==> src/rtl/contador_pkg.sv <==
// Shared definitions for the millisecond BCD stopwatch: FSM encoding and decade limit.
package contador_pkg;

  typedef enum logic [1:0] {
    IDLE  = 2'd0,
    RUN   = 2'd1,
    PAUSE = 2'd2,
    SAT   = 2'd3
  } state_e;

  localparam logic [3:0] BCD_MAX = 4'd9;

endpackage

==> src/rtl/bcd_digit.sv <==
// One decade cell of the BCD counter: counts 0..9 when enabled, carries out on 9 -> 0.
module bcd_digit
  import contador_pkg::*;
(
  input  logic       CLK,
  input  logic       RST,
  input  logic       en,
  input  logic       clr,
  output logic [3:0] q,
  output logic       term,
  output logic       carry
);

  assign term  = (q == BCD_MAX);
  assign carry = en & term;

  always_ff @(posedge CLK or negedge RST) begin
    if (!RST) begin
      q <= 4'd0;
    end else if (clr) begin
      q <= 4'd0;
    end else if (en) begin
      q <= term ? 4'd0 : q + 4'd1;
    end
  end

endmodule

==> src/rtl/contador_ms_bcd.sv <==
// Millisecond stopwatch core: start/stop/clear FSM driving a cascade of BCD decade cells.
module contador_ms_bcd
  import contador_pkg::*;
#(
  parameter int unsigned NUM_DIGITS = 4,
  parameter bit          WRAP       = 1'b0
) (
  input  logic                    CLK,
  input  logic                    RST,
  input  logic                    tick_ms,
  input  logic                    start_stop,
  input  logic                    clear,
  output logic [4*NUM_DIGITS-1:0] digits,
  output logic                    running,
  output logic                    overflow
);

  state_e state_q, state_d;

  logic [NUM_DIGITS:0]   en_chain;
  logic [NUM_DIGITS-1:0] term;
  logic                  all_max;
  logic                  count_en;
  logic                  overflow_d;

  assign all_max = &term;
  // When saturating, the tick at max must not roll the cells over.
  assign count_en    = (state_q == RUN) & tick_ms & ~clear & ~(all_max & ~WRAP);
  assign en_chain[0] = count_en;

  for (genvar k = 0; k < NUM_DIGITS; k++) begin : g_digit
    bcd_digit u_digit (
      .CLK   (CLK),
      .RST   (RST),
      .en    (en_chain[k]),
      .clr   (clear),
      .q     (digits[4*k +: 4]),
      .term  (term[k]),
      .carry (en_chain[k+1])
    );
  end

  always_comb begin
    state_d = state_q;
    if (clear) begin
      state_d = IDLE;
    end else begin
      unique case (state_q)
        IDLE:  if (start_stop) state_d = RUN;
        RUN: begin
          if (tick_ms && all_max && !WRAP) state_d = SAT;
          else if (start_stop)             state_d = PAUSE;
        end
        PAUSE: if (start_stop) state_d = RUN;
        SAT:   state_d = SAT;
        default: state_d = IDLE;
      endcase
    end
  end

  // Carry out of the top cell is exactly the rollover event.
  assign overflow_d = WRAP ? en_chain[NUM_DIGITS] : (state_d == SAT);

  always_ff @(posedge CLK or negedge RST) begin
    if (!RST) begin
      state_q  <= IDLE;
      running  <= 1'b0;
      overflow <= 1'b0;
    end else begin
      state_q  <= state_d;
      running  <= (state_d == RUN);
      overflow <= overflow_d;
    end
  end

endmodule
==> config.mk <==
export PLATFORM = sky130hd
export DESIGN_NAME = contador_ms_bcd
export DESIGN_NICKNAME = d
export VERILOG_FILES = /design/src/rtl/contador_pkg.sv /design/src/rtl/bcd_digit.sv /design/src/rtl/contador_ms_bcd.sv
export SDC_FILE = /design/constraint.sdc
export NUM_CORES = 1
export LEC_CHECK = 0
export BUFFER_PORTS_ARGS = -buffer_cell sky130_fd_sc_hd__buf_2
export CORE_ASPECT_RATIO = 0.6
export CORE_MARGIN = 3
export CORE_UTILIZATION = 40
export DETAILED_ROUTE_END_ITERATION = 16
export SYNTH_ARGS = -nofsm -noshare
export SYNTH_HDL_FRONTEND = slang
export SYNTH_SLANG_ARGS = --single-unit
==> constraint.sdc <==
create_clock -name CLK -period 1.9 [get_ports CLK]
set_clock_uncertainty 0.15 [all_clocks]
set_input_delay 0 -clock CLK [delete_from_list [all_inputs] [get_ports CLK]]
set_output_delay 0 -clock CLK [all_outputs]
set_load 0.005 [all_outputs]
==> summary.md <==
| Metric | Value |
|---|---|
| Status | `completed` |
| Syn Nets | `134` |
| CP Class | `reg -> reg` |
| Post-synth ARST share | `100%` |
| Power Total | `0.935 mW` |
| Share of cells above drive strength 1 | `28.8%` |
| Die area | `3750 um2` |
| Register-to-Register Path Depth | `6` |
| Clk buf depth | `2` |
| IO Port Bufs | `22` |
| Number of placed I/O pins | `23` |
| Die H | `48.6 um` |
| Total internal power | `0.742 mW` |
| CP max FO | `5` |
| DP Area | `1400 um2` |
| Sink Count | `20` |
| Clock share of power | `46.4%` |
| P per Cell Area | `602 nW/um2` |
| Layout Nets | `170` |
| Final core occ | `58.0%` |
| Pin count of the biggest net entering global routing | `22` |
| H-tree Lvls | `1` |
| Post-synth EDFFs | `0` |
| Count leader, synth | `dfrtp_1` |
| Distinct cell type count after synthesis | `39` |
| Hold WC Path Type | `in -> async` |
| LEAKAGE | `0.705 nW` |
| First-pass GRT wire length | `4770 um` |
| Synth Cell Area | `1210 um2` |
| CP peak stage delay | `0.46 ns` |
| Synth Area per Inst | `10.0 um2` |
| Levels on crit path | `6` |
| Switching share of power | `20.7%` |
| Max Fclk | `0.555 GHz` |
| Comb power frac | `6.8%` |
| Sw power | `0.193 mW` |
| Worst path cell trace | `inv_1 -> ha_1 -> nand3b_1 -> o311ai_2 -> nand3b_1 -> o31ai_1` |
| Final Cell Area | `1550 um2` |
| Synthesis-stage register bit count | `20` |
| CP top delay family | `compound AO/OA/AOI/OAI gates` |
| Area of the core | `2680 um2` |
| Buf/Inv on CP | `1` |
| Gr ovfl total | `0` |
| Synth area leaders | `dfrtp_1, ha_1, nand3b_1` |
| Setup-failing EPs final | `0` |
| Most used cell, CP | `nand3b_1` |
| Area growth, synth to finish | `28.3%` |
| Worst skew pair latency | `0.27 ns` |
| DRC | `0` |
| DR vias/cell | `5.37` |
| Drt total wl | `2820 um` |
| Synth warnings | `0` |
| Rel. slew slack | `68.4%` |
| Synth top cells by count | `dfrtp_1, a21oi_1, ha_1, nor2_1` |
| Crit share post-route | `94.9%` |
| GP Congestion | `0.839` |
| Drt pass-1 iters | `4` |
| Worst Tran Pin Value | `0.474 ns` |
| CTS root buffer | `clkbuf_8` |
| Crit path required time | `1.92 ns` |
| Starting density of the core | `45.2%` |
| Hold_ws | `0.0642 ns` |
| Vias in the first global route | `985` |
| R2R Setup Slk | `0.1 ns` |
| Vias | `1052` |
| Detailed Place HPWL | `1960 um` |
| Clock-pin slew of the registers on the worst-case setup and hold paths | `0.08 ns` |
| Die width | `77.0 um` |
| Peak supply drop | `0.000445 V` |
| Antenna-violating nets left | `0` |
| Final hold vios | `0` |
| Gr usage total | `15.6%` |
| Critical Path End Type | `register` |
| Wire length per cell | `14.4 um` |
| Slowest CP cell | `o311ai_2` |
| Seq/Total Area, Yosys | `41.3%` |
| Startpoint Class | `register` |
| # fillers | `238` |
| Most used DFF post-synth | `dfrtp_1` |
| Total CTS buffers | `3` |
| Synth Instances | `121` |
| Final Slew Violations | `0` |
| CTS tree | `yes` |
| TNS Setup | `0 ns` |
| Top-area cell type share of the netlist area | `41.3%` |
| Post-synth top area cell | `dfrtp_1` |
| Flop pwr share | `46.8%` |
| FP Rows | `14` |
| Minimum clock period | `1.80 ns` |
| Initial antenna violation count | `0` |
| Number of max-cap violations | `0` |
| WP data arrival | `1.82 ns` |
| Initial DRC count | `84` |
| # diodes | `0` |
## what timing repair did
action                                  4_1_cts  5_1_grt
buffers inserted                              0        2
endpoints found under the hold margin        26        0
gates resized for setup                       0        6
endpoints found under the setup margin        0       10
hold buffers                                  4        0
## metal layers
layer / share of wire (%) / wire (um) / up-vias / GRT usage [%]
met5: 0 / 0 / - / 0
met4: 0.67 / 19 / 0 / 3.55
met3: 4.3 / 121 / 2 / 4.26
met2: 42 / 1190 / 21 / 22.0
met1: 53 / 1490 / 514 / 23.6
li1: - / - / 515 / -
## power groups by stage
stage / combinational [mW] / sequential [mW] / clock, mW
2_1_floorplan: 0.0258 / 0.446 / 0
3_3_place_gp: 0.0536 / 0.445 / 0
3_5_place_dp: 0.0554 / 0.446 / 0
4_1_cts: 0.0616 / 0.437 / 0.437
5_1_grt: 0.0712 / 0.439 / 0.455
6_report: 0.0634 / 0.438 / 0.434
## path summary, 6_finish.rpt
kind                                               from                       to
worst max-delay path            g_digit[1].u_digit.q[1]  g_digit[1].u_digit.q[1]
worst min-delay path                                RST  g_digit[0].u_digit.q[3]
worst max register to register  g_digit[1].u_digit.q[1]  g_digit[1].u_digit.q[1]
worst min register to register               state_q[1]                  running
max in group asynchronous                           RST  g_digit[3].u_digit.q[3]
min in group CLK                             start_stop                  running
## worst register-to-register path, delay by kind of cell, from the launching register on
family / cells / cell delay [ns]
compound gates: 2 / 0.55
buf+inv: 1 / 0.06
fa+ha+maj: 1 / 0.19
simple gates: 2 / 0.36
flops: 1 / 0.40
## cells by family after synthesis
group,synth area share [%]
simple gates,26.2
xor+xnor,2.17
compound gates,16.3
flops,41.3
fa+ha+maj,8.26
buf+inv,3.20
mux,2.48
## cells in the final DEF (no fill, tap or decap), types with 4 or more instances in the layout
cell | synthesis | final
nor2_1 | 8 | 8
buf_2 | 1 | 22
nand2b_1 | 4 | 4
inv_1 | 7 | 7
buf_4 | 0 | 8
dlygate4sd3_1 | 0 | 4
nand2_1 | 7 | 7
nand3b_1 | 6 | 6
ha_1 | 8 | 8
dfrtp_1 | 20 | 20
o21ai_0 | 4 | 4
a21oi_1 | 8 | 8
## cell type report
cell class              count  area [um2]  area share, %
multi-input cells          91         696           44.8
flip-flops and latches     20         500           32.2
repair buffers             34         210           13.5
well taps                  40        50.0           3.22
clock buffers               3        41.3           2.66
clock inverters             1        30.0           1.93
inverters                   7        26.3           1.69
## stage by stage
step	std cells	setup slack, ns
after floorplan	121	0.204
after global placement	186	0.152
after detailed placement	186	0.0685
after CTS	194	0.0555
after global routing	196	-0.0263
final	196	0.0978
## state kept, by name (all words and copies together) (netlist names)
signal and count:
g_digit.u_digit.q 16, overflow 1, running 1, state_q 2
Note: power is estimated with default switching activity, not from simulation.
